==> config.mk <==
export PLATFORM = sky130hd
export DESIGN_NAME = ibex_multdiv_arb_flat
export DESIGN_NICKNAME = d
export VERILOG_FILES = /design/src/rtl/ibex_multdiv_arb_if.sv /design/src/rtl/ibex_multdiv_arb.sv /design/src/flat_wrapper.sv
export SDC_FILE = /design/constraint.sdc
export NUM_CORES = 1
export LEC_CHECK = 0
export CAP_MARGIN = 20
export CORE_MARGIN = 2
export CORE_UTILIZATION = 25
export CTS_BUF_LIST = sky130_fd_sc_hd__clkbuf_8
export DETAILED_ROUTE_END_ITERATION = 12
export PLACE_DENSITY = 0.55
export SLEW_MARGIN = 20
export SYNTH_ARGS = -nofsm -noshare
export SYNTH_HDL_FRONTEND = slang
export SYNTH_SLANG_ARGS = --single-unit
==> constraint.sdc <==
create_clock -name clk_i -period 2.8 [get_ports clk_i]
set_clock_uncertainty 0.05 [all_clocks]
set_input_delay 0.42 -clock clk_i [delete_from_list [all_inputs] [get_ports clk_i]]
set_output_delay 0.42 -clock clk_i [all_outputs]
set_load 0.005 [all_outputs]
==> src/rtl/ibex_multdiv_arb_if.sv <==
// rtl/ibex_multdiv_arb_if.sv - request, response and datapath bundle for the multdiv arbiter
interface ibex_multdiv_arb_if;
   logic        req0_valid_i, req1_valid_i;
   logic        req0_ready_o, req1_ready_o;
   logic [1:0]  req0_operator_i, req1_operator_i;
   logic [1:0]  req0_signed_mode_i, req1_signed_mode_i;
   logic [31:0] req0_op_a_i, req1_op_a_i;
   logic [31:0] req0_op_b_i, req1_op_b_i;
   logic        rsp0_valid_o, rsp1_valid_o;
   logic        rsp0_ready_i, rsp1_ready_i;
   logic [31:0] rsp0_result_o, rsp1_result_o;
   logic        md_mult_en_o, md_div_en_o;
   logic [1:0]  md_operator_o, md_signed_mode_o;
   logic [31:0] md_op_a_o, md_op_b_o;
   logic        md_valid_i;
   logic [31:0] md_result_i;

   modport slave (
      input  req0_valid_i, req1_valid_i, req0_operator_i, req1_operator_i,
             req0_signed_mode_i, req1_signed_mode_i, req0_op_a_i, req1_op_a_i,
             req0_op_b_i, req1_op_b_i, rsp0_ready_i, rsp1_ready_i,
             md_valid_i, md_result_i,
      output req0_ready_o, req1_ready_o, rsp0_valid_o, rsp1_valid_o,
             rsp0_result_o, rsp1_result_o, md_mult_en_o, md_div_en_o,
             md_operator_o, md_signed_mode_o, md_op_a_o, md_op_b_o
   );

   modport master (
      output req0_valid_i, req1_valid_i, req0_operator_i, req1_operator_i,
             req0_signed_mode_i, req1_signed_mode_i, req0_op_a_i, req1_op_a_i,
             req0_op_b_i, req1_op_b_i, rsp0_ready_i, rsp1_ready_i,
             md_valid_i, md_result_i,
      input  req0_ready_o, req1_ready_o, rsp0_valid_o, rsp1_valid_o,
             rsp0_result_o, rsp1_result_o, md_mult_en_o, md_div_en_o,
             md_operator_o, md_signed_mode_o, md_op_a_o, md_op_b_o
   );
endinterface

==> src/rtl/ibex_multdiv_arb.sv <==
// rtl/ibex_multdiv_arb.sv - round-robin arbiter sharing one multdiv datapath between two requesters
module ibex_multdiv_arb (
   input  logic                  clk_i,
   input  logic                  rst_ni,
   ibex_multdiv_arb_if.slave     bus,
   output logic                  busy_o,
   output logic                  owner_o
);
   localparam logic [1:0] MD_OP_MULL = 2'd0;
   localparam logic [1:0] MD_OP_MULH = 2'd1;
   localparam logic [1:0] MD_OP_DIV  = 2'd2;
   localparam logic [1:0] MD_OP_REM  = 2'd3;

   typedef enum logic [1:0] {IDLE, BUSY, RESP} state_e;

   state_e      state_q, state_d;
   logic        prio_q;
   logic        owner_q;
   logic [1:0]  operator_q, signed_mode_q;
   logic [31:0] op_a_q, op_b_q;
   logic [31:0] rsp0_result_q, rsp1_result_q;
   logic        req_any, gnt_idx, accept, capture, rsp_ready_sel;

   always_comb begin
      state_d       = state_q;
      req_any       = bus.req0_valid_i | bus.req1_valid_i;
      // Contention goes to the preferred side; otherwise whoever is asking.
      gnt_idx       = (bus.req0_valid_i & bus.req1_valid_i) ? prio_q : bus.req1_valid_i;
      accept        = 1'b0;
      capture       = 1'b0;
      rsp_ready_sel = owner_q ? bus.rsp1_ready_i : bus.rsp0_ready_i;
      unique case (state_q)
         IDLE: if (req_any) begin
            accept  = 1'b1;
            state_d = BUSY;
         end
         BUSY: if (bus.md_valid_i) begin
            capture = 1'b1;
            state_d = RESP;
         end
         RESP: if (rsp_ready_sel) state_d = IDLE;
         default: state_d = IDLE;
      endcase
   end

   always_ff @(posedge clk_i or negedge rst_ni) begin
      if (!rst_ni) begin
         state_q       <= IDLE;
         prio_q        <= 1'b0;
         owner_q       <= 1'b0;
         operator_q    <= 2'd0;
         signed_mode_q <= 2'd0;
         op_a_q        <= 32'd0;
         op_b_q        <= 32'd0;
         rsp0_result_q <= 32'd0;
         rsp1_result_q <= 32'd0;
      end else begin
         state_q <= state_d;
         if (accept) begin
            owner_q       <= gnt_idx;
            prio_q        <= ~gnt_idx;
            operator_q    <= gnt_idx ? bus.req1_operator_i    : bus.req0_operator_i;
            signed_mode_q <= gnt_idx ? bus.req1_signed_mode_i : bus.req0_signed_mode_i;
            op_a_q        <= gnt_idx ? bus.req1_op_a_i        : bus.req0_op_a_i;
            op_b_q        <= gnt_idx ? bus.req1_op_b_i        : bus.req0_op_b_i;
         end
         if (capture && !owner_q) rsp0_result_q <= bus.md_result_i;
         if (capture &&  owner_q) rsp1_result_q <= bus.md_result_i;
      end
   end

   assign bus.req0_ready_o     = (state_q == IDLE) & req_any & ~gnt_idx;
   assign bus.req1_ready_o     = (state_q == IDLE) & req_any &  gnt_idx;
   assign bus.rsp0_valid_o     = (state_q == RESP) & ~owner_q;
   assign bus.rsp1_valid_o     = (state_q == RESP) &  owner_q;
   assign bus.rsp0_result_o    = rsp0_result_q;
   assign bus.rsp1_result_o    = rsp1_result_q;
   // Enables follow the state, so they drop the cycle after md_valid_i.
   assign bus.md_mult_en_o     = (state_q == BUSY) &
                                 ((operator_q == MD_OP_MULL) | (operator_q == MD_OP_MULH));
   assign bus.md_div_en_o      = (state_q == BUSY) &
                                 ((operator_q == MD_OP_DIV) | (operator_q == MD_OP_REM));
   assign bus.md_operator_o    = operator_q;
   assign bus.md_signed_mode_o = signed_mode_q;
   assign bus.md_op_a_o        = op_a_q;
   assign bus.md_op_b_o        = op_b_q;
   assign busy_o               = (state_q != IDLE);
   assign owner_o              = owner_q;

   state_legal_a: assert property (@(posedge clk_i) disable iff (!rst_ni)
      state_q inside {IDLE, BUSY, RESP});
endmodule

==> src/flat_wrapper.sv <==
// flat-port wrapper written by rule: the top's interface ports become plain ports
module ibex_multdiv_arb_flat 
  (clk_i, rst_ni, busy_o, owner_o, bus_req0_valid_i, bus_req1_valid_i, bus_req0_operator_i, bus_req1_operator_i, bus_req0_signed_mode_i, bus_req1_signed_mode_i, bus_req0_op_a_i, bus_req1_op_a_i, bus_req0_op_b_i, bus_req1_op_b_i, bus_rsp0_ready_i, bus_rsp1_ready_i, bus_md_valid_i, bus_md_result_i, bus_req0_ready_o, bus_req1_ready_o, bus_rsp0_valid_o, bus_rsp1_valid_o, bus_rsp0_result_o, bus_rsp1_result_o, bus_md_mult_en_o, bus_md_div_en_o, bus_md_operator_o, bus_md_signed_mode_o, bus_md_op_a_o, bus_md_op_b_o);
  ibex_multdiv_arb_if bus_i ();
  input  logic clk_i;
  input  logic rst_ni;
  output logic busy_o;
  output logic owner_o;
  input wire logic [$bits(bus_i.req0_valid_i)-1:0] bus_req0_valid_i;
  input wire logic [$bits(bus_i.req1_valid_i)-1:0] bus_req1_valid_i;
  input wire logic [$bits(bus_i.req0_operator_i)-1:0] bus_req0_operator_i;
  input wire logic [$bits(bus_i.req1_operator_i)-1:0] bus_req1_operator_i;
  input wire logic [$bits(bus_i.req0_signed_mode_i)-1:0] bus_req0_signed_mode_i;
  input wire logic [$bits(bus_i.req1_signed_mode_i)-1:0] bus_req1_signed_mode_i;
  input wire logic [$bits(bus_i.req0_op_a_i)-1:0] bus_req0_op_a_i;
  input wire logic [$bits(bus_i.req1_op_a_i)-1:0] bus_req1_op_a_i;
  input wire logic [$bits(bus_i.req0_op_b_i)-1:0] bus_req0_op_b_i;
  input wire logic [$bits(bus_i.req1_op_b_i)-1:0] bus_req1_op_b_i;
  input wire logic [$bits(bus_i.rsp0_ready_i)-1:0] bus_rsp0_ready_i;
  input wire logic [$bits(bus_i.rsp1_ready_i)-1:0] bus_rsp1_ready_i;
  input wire logic [$bits(bus_i.md_valid_i)-1:0] bus_md_valid_i;
  input wire logic [$bits(bus_i.md_result_i)-1:0] bus_md_result_i;
  output wire logic [$bits(bus_i.req0_ready_o)-1:0] bus_req0_ready_o;
  output wire logic [$bits(bus_i.req1_ready_o)-1:0] bus_req1_ready_o;
  output wire logic [$bits(bus_i.rsp0_valid_o)-1:0] bus_rsp0_valid_o;
  output wire logic [$bits(bus_i.rsp1_valid_o)-1:0] bus_rsp1_valid_o;
  output wire logic [$bits(bus_i.rsp0_result_o)-1:0] bus_rsp0_result_o;
  output wire logic [$bits(bus_i.rsp1_result_o)-1:0] bus_rsp1_result_o;
  output wire logic [$bits(bus_i.md_mult_en_o)-1:0] bus_md_mult_en_o;
  output wire logic [$bits(bus_i.md_div_en_o)-1:0] bus_md_div_en_o;
  output wire logic [$bits(bus_i.md_operator_o)-1:0] bus_md_operator_o;
  output wire logic [$bits(bus_i.md_signed_mode_o)-1:0] bus_md_signed_mode_o;
  output wire logic [$bits(bus_i.md_op_a_o)-1:0] bus_md_op_a_o;
  output wire logic [$bits(bus_i.md_op_b_o)-1:0] bus_md_op_b_o;
  assign bus_i.req0_valid_i = bus_req0_valid_i;
  assign bus_i.req1_valid_i = bus_req1_valid_i;
  assign bus_i.req0_operator_i = bus_req0_operator_i;
  assign bus_i.req1_operator_i = bus_req1_operator_i;
  assign bus_i.req0_signed_mode_i = bus_req0_signed_mode_i;
  assign bus_i.req1_signed_mode_i = bus_req1_signed_mode_i;
  assign bus_i.req0_op_a_i = bus_req0_op_a_i;
  assign bus_i.req1_op_a_i = bus_req1_op_a_i;
  assign bus_i.req0_op_b_i = bus_req0_op_b_i;
  assign bus_i.req1_op_b_i = bus_req1_op_b_i;
  assign bus_i.rsp0_ready_i = bus_rsp0_ready_i;
  assign bus_i.rsp1_ready_i = bus_rsp1_ready_i;
  assign bus_i.md_valid_i = bus_md_valid_i;
  assign bus_i.md_result_i = bus_md_result_i;
  assign bus_req0_ready_o = bus_i.req0_ready_o;
  assign bus_req1_ready_o = bus_i.req1_ready_o;
  assign bus_rsp0_valid_o = bus_i.rsp0_valid_o;
  assign bus_rsp1_valid_o = bus_i.rsp1_valid_o;
  assign bus_rsp0_result_o = bus_i.rsp0_result_o;
  assign bus_rsp1_result_o = bus_i.rsp1_result_o;
  assign bus_md_mult_en_o = bus_i.md_mult_en_o;
  assign bus_md_div_en_o = bus_i.md_div_en_o;
  assign bus_md_operator_o = bus_i.md_operator_o;
  assign bus_md_signed_mode_o = bus_i.md_signed_mode_o;
  assign bus_md_op_a_o = bus_i.md_op_a_o;
  assign bus_md_op_b_o = bus_i.md_op_b_o;
  ibex_multdiv_arb u_core (.clk_i(clk_i), .rst_ni(rst_ni), .bus(bus_i), .busy_o(busy_o), .owner_o(owner_o));
endmodule
==> impl_metrics.env, run 1 <==
export IMPL_critPathLaunchType="register"
export IMPL_place_hpwl_um=15700
export IMPL_synthCells=560
export IMPL_die_h_um=160
export IMPL_grt_util_all_layers_pct=17.5
export IMPL_die_w_um=160
export IMPL_finalInstanceArea_um2=9870
export IMPL_min_delay_start="bus_req1_valid_i"
export IMPL_fin_crit_sh_pct=86.8
export IMPL_cp_data_arrival_time_ns=1.96
export IMPL_layout_drive_gt1_share_pct=15.4
export IMPL_utilization_pct=41.8
export IMPL_start_util_pct=25.6
export IMPL_synth_top_area_cell="dfrtp_1"
export IMPL_postCtsHoldBufs=1
export IMPL_remaining_drc_errors=0
export IMPL_seqPwrFrac_pct=35.4
export IMPL_fin_nets=1026
export IMPL_grt_pass1_vias=5747
export IMPL_drtPass1Iterations=4
export IMPL_r2r_start="u_core.state_q[1]$_DFFE_PN0P_"
export IMPL_critPathKind="register to output pin"
export IMPL_hold_viol_final=0
export IMPL_synthDominantCellAreaShare_pct=56.3
export IMPL_cts_setup_buffers=0
export IMPL_htreeDepth=4
export IMPL_gp_congestion=0.747
export IMPL_vias=5658
export IMPL_drtAntennaViolNets=0
export IMPL_cts_resized=0
export IMPL_yosysSeqAreaShare_pct=56.3
export IMPL_antenna_found_initial=0
export IMPL_timing_fmax_mhz=412
export IMPL_grt_max_degree=68
export IMPL_drv_cap=0
export IMPL_via_per_inst=4.78
export IMPL_sw_frac_of_total_pct=35.0
export IMPL_dpl_cell_area_um2=9490
export IMPL_worst_ep_required_time_ns=2.33
export IMPL_antenna_cells=0
export IMPL_root_buffer="clkbuf_8"
export IMPL_synth_cell_types=23
export IMPL_rows=56
export IMPL_core_area_um2=23600
export IMPL_overflow=0
export IMPL_slew_headroom_pct=44.4
export IMPL_combinationalPowerShare_pct=48.9
export IMPL_end_kind="output pin"
export IMPL_tightest_slew_ns=0.834
export IMPL_io_buffers=314
export IMPL_drt_initial_drc_count=158
export IMPL_die_area_um2=25500
export IMPL_rsz0062_at_grt="false"
export IMPL_cts_buffer_depth=2
export IMPL_wl_per_cell_um=19.0
export IMPL_ys_ff_latch=136
export IMPL_ir_drop_mv=0.459
export IMPL_pin_count=315
export IMPL_synthTopCellsByArea="dfrtp_1, mux2_2, a31oi_1, o21ai_0, a21oi_1"
export IMPL_syn_to_final_growth_pct=63.2
export IMPL_p_leak_nw=3.81
export IMPL_syn_avg_cell_area_um2=10.8
export IMPL_cts_sinks=136
export IMPL_syn_num_nets=735
export IMPL_netlist_area_um2=6050
export IMPL_p_switching_mw=3.50
export IMPL_min_period_ns=2.43
export IMPL_yosysWarnings=0
export IMPL_cp_max_fo=10
export IMPL_startpoint="u_core.state_q[1]$_DFFE_PN0P_"
export IMPL_internal_power_mw=6.51
export IMPL_status="completed"
export IMPL_p_per_area_nw_per_um2=1010
export IMPL_clk_pin_slew_ns=0.09
export IMPL_finalSetupViolCount=0
export IMPL_cts_tree="yes"
export IMPL_clk_latency_ns=0.44
export IMPL_clock_power_share_pct=15.7
export IMPL_setup_tns_final_ns=0
export IMPL_worstHoldPathType="input port to register"
export IMPL_final_max_slew_viol_count=0
export IMPL_grt_first_pass_wirelength_um=34700
export IMPL_drt_wl_total_um=22500
export IMPL_cts_made_buffers=17
per-stage QoR:
stage                     hold slack [ns]  power (mW)  std cells  worst slack (ns)
after floorplan                    0.0744        5.53        560              1.08
after global placement              0.420        8.51       1150             0.440
after detailed placement            0.418        8.56       1150             0.434
after CTS                           0.305        10.2       1183             0.318
after global routing                0.314        10.7       1183             0.203
final                               0.338        10.0       1183             0.370
sequential cells by signal, summed over array words and instances (netlist names):
name and cells:
u_core.bus.md_op_b_o 32, u_core.bus.md_op_a_o 32, u_core.bus.md_operator_o 2, u_core.bus.rsp1_result_o 32, u_core.state_q 2, u_core.owner_o 1
u_core.bus.rsp0_result_o 32, u_core.prio_q 1, u_core.bus.md_signed_mode_o 2
placed cells by master (no fill, tap or decap):
master and count:
clkdlybuf4s50_1 312, dfrtp_1 136, o21ai_0 70, a21oi_1 69, nand3_1 69, mux2_2 64, a31oi_1 58, clkbuf_8 17
buf_4 15, a31oi_2 10, inv_6 7, inv_1 4, nor2_1 4, clkinvlp_4 4, or2_2 2, nand2_1 2
nand2b_1 2, mux2_1 2, inv_8 2, buf_12 2, nor2_4 1, nand2b_2 1, and2_2 1, inv_2 1
nor2b_4 1, o21ai_1 1, nand3b_1 1, nor2_2 1, clkinv_2 1, clkinv_8 1, dlygate4sd3_1 1, buf_2 1
buf_6 1
worst max-delay path, stage by stage (launching register included):
cell and delay, ns:
dfrtp_1 0.43, nor2_4 0.29, nand2_1 0.11, a21oi_1 0.14, clkdlybuf4s50_1 0.56
synth_stat cells, drive strengths merged:
master	n
a31oi	68
a21oi	69
nor2	6
o21ai	71
nand2	2
nand3b	1
or2	2
nand2b	3
nor2b	1
and2	1
nand3	69
dfrtp	136
buf	16
clkbuf	44
mux2	66
inv	5
power groups by stage:
stage	sequential, mW	combinational (mW)	clock, mW
finish	3.55	4.90	1.57
CTS	3.56	4.98	1.65
floorplan	3.58	1.94	0
global placement	3.56	4.95	0
detailed placement	3.59	4.97	0
global route	3.67	5.32	1.73
kinds of logic after synthesis:
kind of cell	Yosys count	synth area share, %
buffers and inverters	65	4.76
AO/OA/AOI/OAI	208	19.6
AND/OR/NAND/NOR	85	7.05
multiplexers	66	12.3
flip-flops	136	56.3
layout make-up:
class | instances | area, um2
Multi-Input combinational cell | 359 | 2380
Inverter | 5 | 18.8
Clock inverter | 15 | 135
Clock buffer | 17 | 234
Timing Repair Buffer | 332 | 3300
Tap cell | 319 | 399
Sequential cell | 136 | 3400
Fill cell | 2385 | 13700
metal layers:
metal  wire length, um  global-route usage [%]
met3              2200                    6.59
met1              9600                    22.3
met4               363                    4.83
met5                 0                       0
met2             10400                    27.9
path summary, 6_finish.rpt:
check                                                           end  slack [ns]  cells after the start
max                                                bus_req0_ready_o        0.37                      4
min                            u_core.bus.md_op_a_o[31]$_DFFE_PN0N_        0.34                      3
max reg2reg                u_core.bus.rsp1_result_o[29]$_DFFE_PN0P_        0.92                      3
min reg2reg                 u_core.bus.rsp1_result_o[5]$_DFFE_PN0P_        0.46                      1
max in group asynchronous  u_core.bus.rsp0_result_o[15]$_DFFE_PN0P_        1.42                      3
min in group asynchronous  u_core.bus.rsp0_result_o[14]$_DFFE_PN0P_        0.49                      2
No activity file was read; power rests on OpenSTA's default activity.
==> run 2, diff against run 1 <==
Settings changed: REMOVE_ABC_BUFFERS set to 1.
==> run 2 against run 1 <==
Against the previous run: sequential share of layout area is 0.41 points lower; non-clock buffer count is 3 higher; worst hold slack worse by 0.00063 ns; first-iteration DRC count is 49% higher; global-route usage is 0.45 points higher; register-to-register slack worse by 0.02 ns; routed wire length is 2.9% higher; clock power is 16% higher.
==> impl_metrics.env, run 2 (same netlist as run 1, synthesis figures left out) <==
export IMPL_layout_drive_gt1_share_pct=15.6
export IMPL_gp_congestion=0.764
export IMPL_utilization_pct=42.3
export IMPL_cts_tree="yes"
export IMPL_vias=5751
export IMPL_place_hpwl_um=16100
export IMPL_die_h_um=160
export IMPL_die_area_um2=25500
export IMPL_worst_ep_required_time_ns=2.33
export IMPL_wl_per_cell_um=19.5
export IMPL_highest_signal_layer="met4"
export IMPL_drtAntennaViolNets=0
export IMPL_fin_crit_sh_pct=88.4
export IMPL_finalSetupViolCount=0
export IMPL_slew_headroom_pct=43.4
export IMPL_fin_cells=1187
export IMPL_drt_wl_total_um=23200
export IMPL_wl_met1_um=10300
export IMPL_via_per_inst=4.84
export IMPL_crit_path_cell_trace="nor2_4, buf_4, nand3_1, inv_1, clkdlybuf4s50_1"
export IMPL_end_kind="output pin"
export IMPL_p_leak_nw=3.87
export IMPL_grt_max_degree=66
export IMPL_status="completed"
export IMPL_critPathLaunchType="register"
export IMPL_pin_count=315
export IMPL_internal_power_mw=6.84
export IMPL_worstRegToRegCells=3
export IMPL_drt_initial_drc_count=235
export IMPL_ir_drop_mv=0.312
export IMPL_r2r_start="u_core.state_q[1]$_DFFE_PN0P_"
export IMPL_max_stage_delay_ns=0.49
export IMPL_cp_max_fo=9
export IMPL_remaining_drc_errors=0
export IMPL_reg2reg_to="u_core.bus.rsp1_result_o[31]$_DFFE_PN0P_"
export IMPL_critPathCapture="bus_req1_ready_o"
export IMPL_rsz0062_at_grt="false"
export IMPL_sw_frac_of_total_pct=34.0
export IMPL_cts_buffer_depth=2
export IMPL_fin_nets=1029
export IMPL_antenna_found_initial=1
export IMPL_cts_resized=0
export IMPL_wl_met2_um=10400
export IMPL_layout_common_cells="clkdlybuf4s50_1, dfrtp_1, o21ai_0"
export IMPL_p_per_area_nw_per_um2=1040
export IMPL_syn_to_final_growth_pct=65.1
export IMPL_htreeDepth=4
export IMPL_die_w_um=160
export IMPL_critPathKind="register to output pin"
export IMPL_grt_first_pass_wirelength_um=35700
export IMPL_final_common_cell="clkdlybuf4s50_1"
export IMPL_cpMaxStageDelayCell="clkdlybuf4s50_1"
export IMPL_rows=56
export IMPL_cts_sinks=136
export IMPL_drv_cap=0
export IMPL_post_place_cells=1153
export IMPL_worstHoldPathType="input port to register"
export IMPL_combinationalPowerShare_pct=48.3
export IMPL_final_max_slew_viol_count=0
export IMPL_clk_latency_ns=0.43
export IMPL_cp_data_arrival_time_ns=2.01
export IMPL_overflow=0
export IMPL_min_period_ns=2.48
export IMPL_start_util_pct=25.6
export IMPL_cts_made_buffers=17
export IMPL_wl_met3_um=2150
export IMPL_grt_util_all_layers_pct=18.0
export IMPL_root_buffer="clkbuf_8"
export IMPL_seqPwrFrac_pct=34.2
export IMPL_tightest_slew_ns=0.849
export IMPL_startpoint="u_core.state_q[1]$_DFFE_PN0P_"
export IMPL_drtPass1Iterations=4
export IMPL_hold_viol_final=0
export IMPL_clock_power_share_pct=17.5
export IMPL_core_area_um2=23600
export IMPL_p_switching_mw=3.52
export IMPL_clk_pin_slew_ns=0.09
export IMPL_timing_fmax_mhz=404
export IMPL_io_buffers=314
export IMPL_power_mw=10.4
export IMPL_r2r_slack_ns=0.90
export IMPL_grt_pass1_vias=5873
==> run 2: cell count changes in the layout (fill, tap and decap cells not counted) <==
cell        change
clkinvlp_4      -1
diode_2         +1
clkinv_2        -1
bufinv_16       +3
clkinv_8        -1
clkinv_4        +1
buf_12          +3
inv_1           +1
inv_6           -2
==> run 2: per-layer routing <==
| metal | vias up | track usage (%) |
|---|---|---|
| met1 | 2815 | 23.4 |
| met5 | - | 0 |
| li1 | 2658 | - |
| met4 | 0 | 4.88 |
| met3 | 19 | 6.28 |
| met2 | 259 | 28.4 |
==> run 2: how the worst min path moves through the flow <==
stage                                start                                        to  slack, ns  cells past startpoint
after floorplan                     rst_ni       u_core.bus.md_op_a_o[0]$_DFFE_PN0N_       0.07                      0
after global placement              rst_ni  u_core.bus.rsp1_result_o[27]$_DFFE_PN0P_       0.39                      1
after detailed placement            rst_ni  u_core.bus.rsp1_result_o[27]$_DFFE_PN0P_       0.40                      1
after CTS                 bus_req1_valid_i      u_core.bus.md_op_b_o[23]$_DFFE_PN0N_       0.30                      3
after global routing      bus_req1_valid_i      u_core.bus.md_op_b_o[21]$_DFFE_PN0N_       0.32                      3
final                     bus_req1_valid_i      u_core.bus.md_op_b_o[21]$_DFFE_PN0N_       0.34                      3
==> run 2: cell type report <==
class | instances | area [um2]
fillers | 2366 | 13600
flip-flops and latches | 136 | 3400
repair buffers | 335 | 3360
multi-input cells | 359 | 2380
well taps | 319 | 399
clock buffers | 17 | 234
clock inverters | 15 | 191
inverters | 5 | 18.8
diodes | 1 | 2.50
==> run 2: power groups by stage <==
stage / combinational (mW) / clock, mW / sequential (mW)
after CTS: 5.09 / 1.88 / 3.56
after detailed placement: 5.09 / 0 / 3.58
after global routing: 5.43 / 1.96 / 3.68
after floorplan: 1.80 / 0 / 3.59
after global placement: 5.07 / 0 / 3.55
final: 5.00 / 1.82 / 3.54
==> run 2: critical path, delay by kind of cell (launching register included) <==
family,cells,cell delay [ns]
buffers and inverters,3,0.77
AND/OR/NAND/NOR,2,0.35
flip-flops,1,0.44
==> run 2: repair_timing <==
item / in CTS / in global routing
buffers inserted: 0 / 0
hold buffers: 1 / 0
setup endpoints to repair: 0 / 0
endpoints found under the hold margin: 55 / 0
==> run 2: per-stage QoR <==
stage               TNS [ns]  instance area [um2]  hold WS [ns]  worst slack [ns]
finish                     0                 9990         0.338             0.324
global route               0                 9990         0.324             0.148
CTS                        0                 9990         0.301             0.238
detailed placement         0                 9550         0.399             0.300
global placement           0                 9550         0.394             0.281
floorplan            -121.05                 5780        0.0744             -1.90
==> run 3, diff against run 2 <==
Settings changed: ABC_AREA set to 1, PLACE_DENSITY 0.55 to 0.54, RECOVER_POWER set to 50, SLEW_MARGIN 20 to not set.
==> run 3 against run 2 <==
Against the previous run: the run now ends with capacitance limit, slew limit left; clock power is 5% lower; die area is 6.0% higher; worst setup slack improved by 0.081 ns; non-clock buffer count shrank 9; first-iteration DRC count increased by 10%; cell count is 26% higher; sequential cell count is the same; synthesized area rose by 6.2%; critical path type unchanged; largest cell class unchanged; largest power group unchanged.
==> impl_metrics.env, run 3 <==
export IMPL_htreeDepth=4
export IMPL_yosysWarnings=0
export IMPL_synth_cell_types=15
export IMPL_place_hpwl_um=15100
export IMPL_die_area_um2=27000
export IMPL_combinationalPowerShare_pct=46.7
export IMPL_synthCells=853
export IMPL_rows=58
export IMPL_fin_crit_sh_pct=85.5
export IMPL_finalSetupViolCount=0
export IMPL_r2r_slack_ns=0.71
export IMPL_drt_wl_total_um=21600
export IMPL_p_per_area_nw_per_um2=945
export IMPL_layout_common_cells="clkdlybuf4s50_1, nand2_1, inv_1"
export IMPL_worstHoldPathType="input port to register"
export IMPL_grt_max_degree=69
export IMPL_fin_nets=1325
export IMPL_vias=6277
export IMPL_cts_buffer_depth=2
export IMPL_grt_util_all_layers_pct=15.9
export IMPL_gp_congestion=0.828
export IMPL_end_kind="output pin"
export IMPL_fillers=2617
export IMPL_start_util_pct=25.5
export IMPL_io_buffers=314
export IMPL_clock_power_share_pct=17.7
export IMPL_clk_pin_slew_ns=0.09
export IMPL_final_max_slew_viol_count=59
export IMPL_violations="capacitance limit, slew limit"
export IMPL_syn_to_final_growth_pct=59.9
export IMPL_pin_count=315
export IMPL_cts_made_buffers=17
export IMPL_sw_frac_of_total_pct=36.2
export IMPL_ys_ff_latch=136
export IMPL_antenna_cells=0
export IMPL_setup_tns_final_ns=0
export IMPL_synthTopCellsByCount="nand2_1, inv_1, nand3_1"
export IMPL_place_ws_ns=0.564
export IMPL_cts_sinks=136
export IMPL_holdWs_ns=0.404
export IMPL_synth_top_area_cell="dfrtp_1"
export IMPL_final_common_cell="clkdlybuf4s50_1"
export IMPL_internal_power_mw=6.20
export IMPL_drtPass1Iterations=7
export IMPL_grt_pass1_vias=6040
export IMPL_ys_async_sr_fraction_pct=100
export IMPL_clk_latency_ns=0.43
export IMPL_synthTopCellsByArea="dfrtp_1, nand2_1, nand3_1, inv_1, o21ai_0"
export IMPL_critPathLaunchType="register"
export IMPL_tightest_slew_ns=1.59
export IMPL_slew_headroom_pct=-5.80
export IMPL_root_buffer="clkbuf_8"
export IMPL_drv_cap=1
export IMPL_postCtsHoldBufs=1
export IMPL_ir_drop_mv=0.381
export IMPL_layout_drive_gt1_share_pct=4.21
export IMPL_via_per_inst=4.20
export IMPL_yosysSeqAreaShare_pct=53.0
export IMPL_cp_data_arrival_time_ns=1.92
export IMPL_seqPwrFrac_pct=35.6
export IMPL_hold_viol_final=0
export IMPL_cts_tree="yes"
export IMPL_power_mw=9.71
export IMPL_netlist_area_um2=6420
export IMPL_remaining_drc_errors=0
export IMPL_timing_fmax_mhz=418
export IMPL_die_w_um=164
export IMPL_drtAntennaViolNets=0
export IMPL_ys_flop_type="dfrtp_1"
export IMPL_worst_ep_required_time_ns=2.33
export IMPL_p_leak_nw=5.25
export IMPL_antenna_found_initial=0
export IMPL_drt_initial_drc_count=259
export IMPL_overflow=0
export IMPL_grt_first_pass_wirelength_um=33100
export IMPL_core_area_um2=25200
export IMPL_critPathKind="register to output pin"
export IMPL_cts_resized=0
export IMPL_status="complete, but fails checks"
export IMPL_syn_avg_cell_area_um2=7.53
export IMPL_cp_max_fo=4
export IMPL_synth_edff_count=0
export IMPL_setup_ws_ns=0.405
export IMPL_synthDominantCellAreaShare_pct=53.0
export IMPL_min_period_ns=2.39
export IMPL_p_switching_mw=3.51
export IMPL_rsz0062_at_grt="false"
export IMPL_cts_setup_buffers=0
export IMPL_die_h_um=164
export IMPL_wl_per_cell_um=14.5
export IMPL_synth_most_common_cell="nand2_1"
run 3: cell count changes after synthesis, sizes merged, moves of 3 or more:
cell	delta
a31oi	-68
clkbuf	-29
nor2	+3
nand3	+70
mux2	-66
nand2b	-3
a21oi	-69
nand2	+275
inv	+172
buf	+17
o21ai	-4
run 3: kinds of logic (layout without fill, tap and decap cells):
group	Yosys count	after routing	share of synthesized area (%)
AOI/OAI and AO/OA	67	67	5.22
buffers and inverters	225	535	13.8
DFF	136	136	53.0
and+or+nand+nor	425	425	28.0
run 3: power groups by stage:
| stage | combinational [mW] | clock, mW | sequential (mW) |
|---|---|---|---|
| after floorplan | 1.58 | 0 | 3.52 |
| final | 4.54 | 1.72 | 3.45 |
| after detailed placement | 4.67 | 0 | 3.48 |
| after CTS | 4.67 | 1.80 | 3.47 |
| after global placement | 4.62 | 0 | 3.48 |
| after global routing | 5.08 | 1.86 | 3.58 |
run 3: worst max-delay path, stage by stage, from the launching register on:
cell	delay, ns
dfrtp_1	0.38
inv_1	0.07
nand2_1	0.14
nor2_1	0.25
nand2_1	0.11
inv_1	0.06
clkdlybuf4s50_1	0.49
run 3: final timing paths:
kind	cells after the start	endpoint	from
worst max-delay path	6	bus_req0_ready_o	u_core.state_q[0]$_DFFE_PN0P_
worst min register to register	2	u_core.bus.md_signed_mode_o[0]$_DFFE_PN0N_	u_core.bus.md_signed_mode_o[0]$_DFFE_PN0N_
min in group asynchronous	2	u_core.bus.md_op_a_o[24]$_DFFE_PN0N_	rst_ni
max in group asynchronous	3	u_core.bus.md_op_b_o[26]$_DFFE_PN0N_	rst_ni
worst min-delay path	4	u_core.bus.md_op_b_o[19]$_DFFE_PN0N_	bus_req1_valid_i
worst max register to register	6	u_core.bus.md_op_a_o[11]$_DFFE_PN0N_	u_core.state_q[0]$_DFFE_PN0P_
run 3: area by class of cell:
type	count	area, um2	area share (%)
Tap cell	330	413	4.02
Sequential cell	136	3400	33.1
Timing Repair Buffer	326	3270	31.8
Clock buffer	17	234	2.28
Inverter	177	664	6.47
Clock inverter	15	169	1.64
Multi-Input combinational cell	492	2120	20.7
run 3: metrics by stage:
stage	cell area (um2)	util [%]	instances
final	10300	40.8	1493
after global routing	10300	40.8	1493
after CTS	10300	40.9	1493
after detailed placement	9890	39.3	1460
after global placement	9890	39.3	1460
after floorplan	6200	-	805
run 3: per-layer routing:
metal / routed length (um) / track usage, % / up-vias / part of all wire, %
met3: 2310 / 6.44 / 18 / 11
met1: 9540 / 20.1 / 2850 / 44
met4: 257 / 4.31 / 0 / 1.2
li1: - / - / 3165 / -
met5: 0 / 0 / - / 0
met2: 9500 / 25.1 / 244 / 44
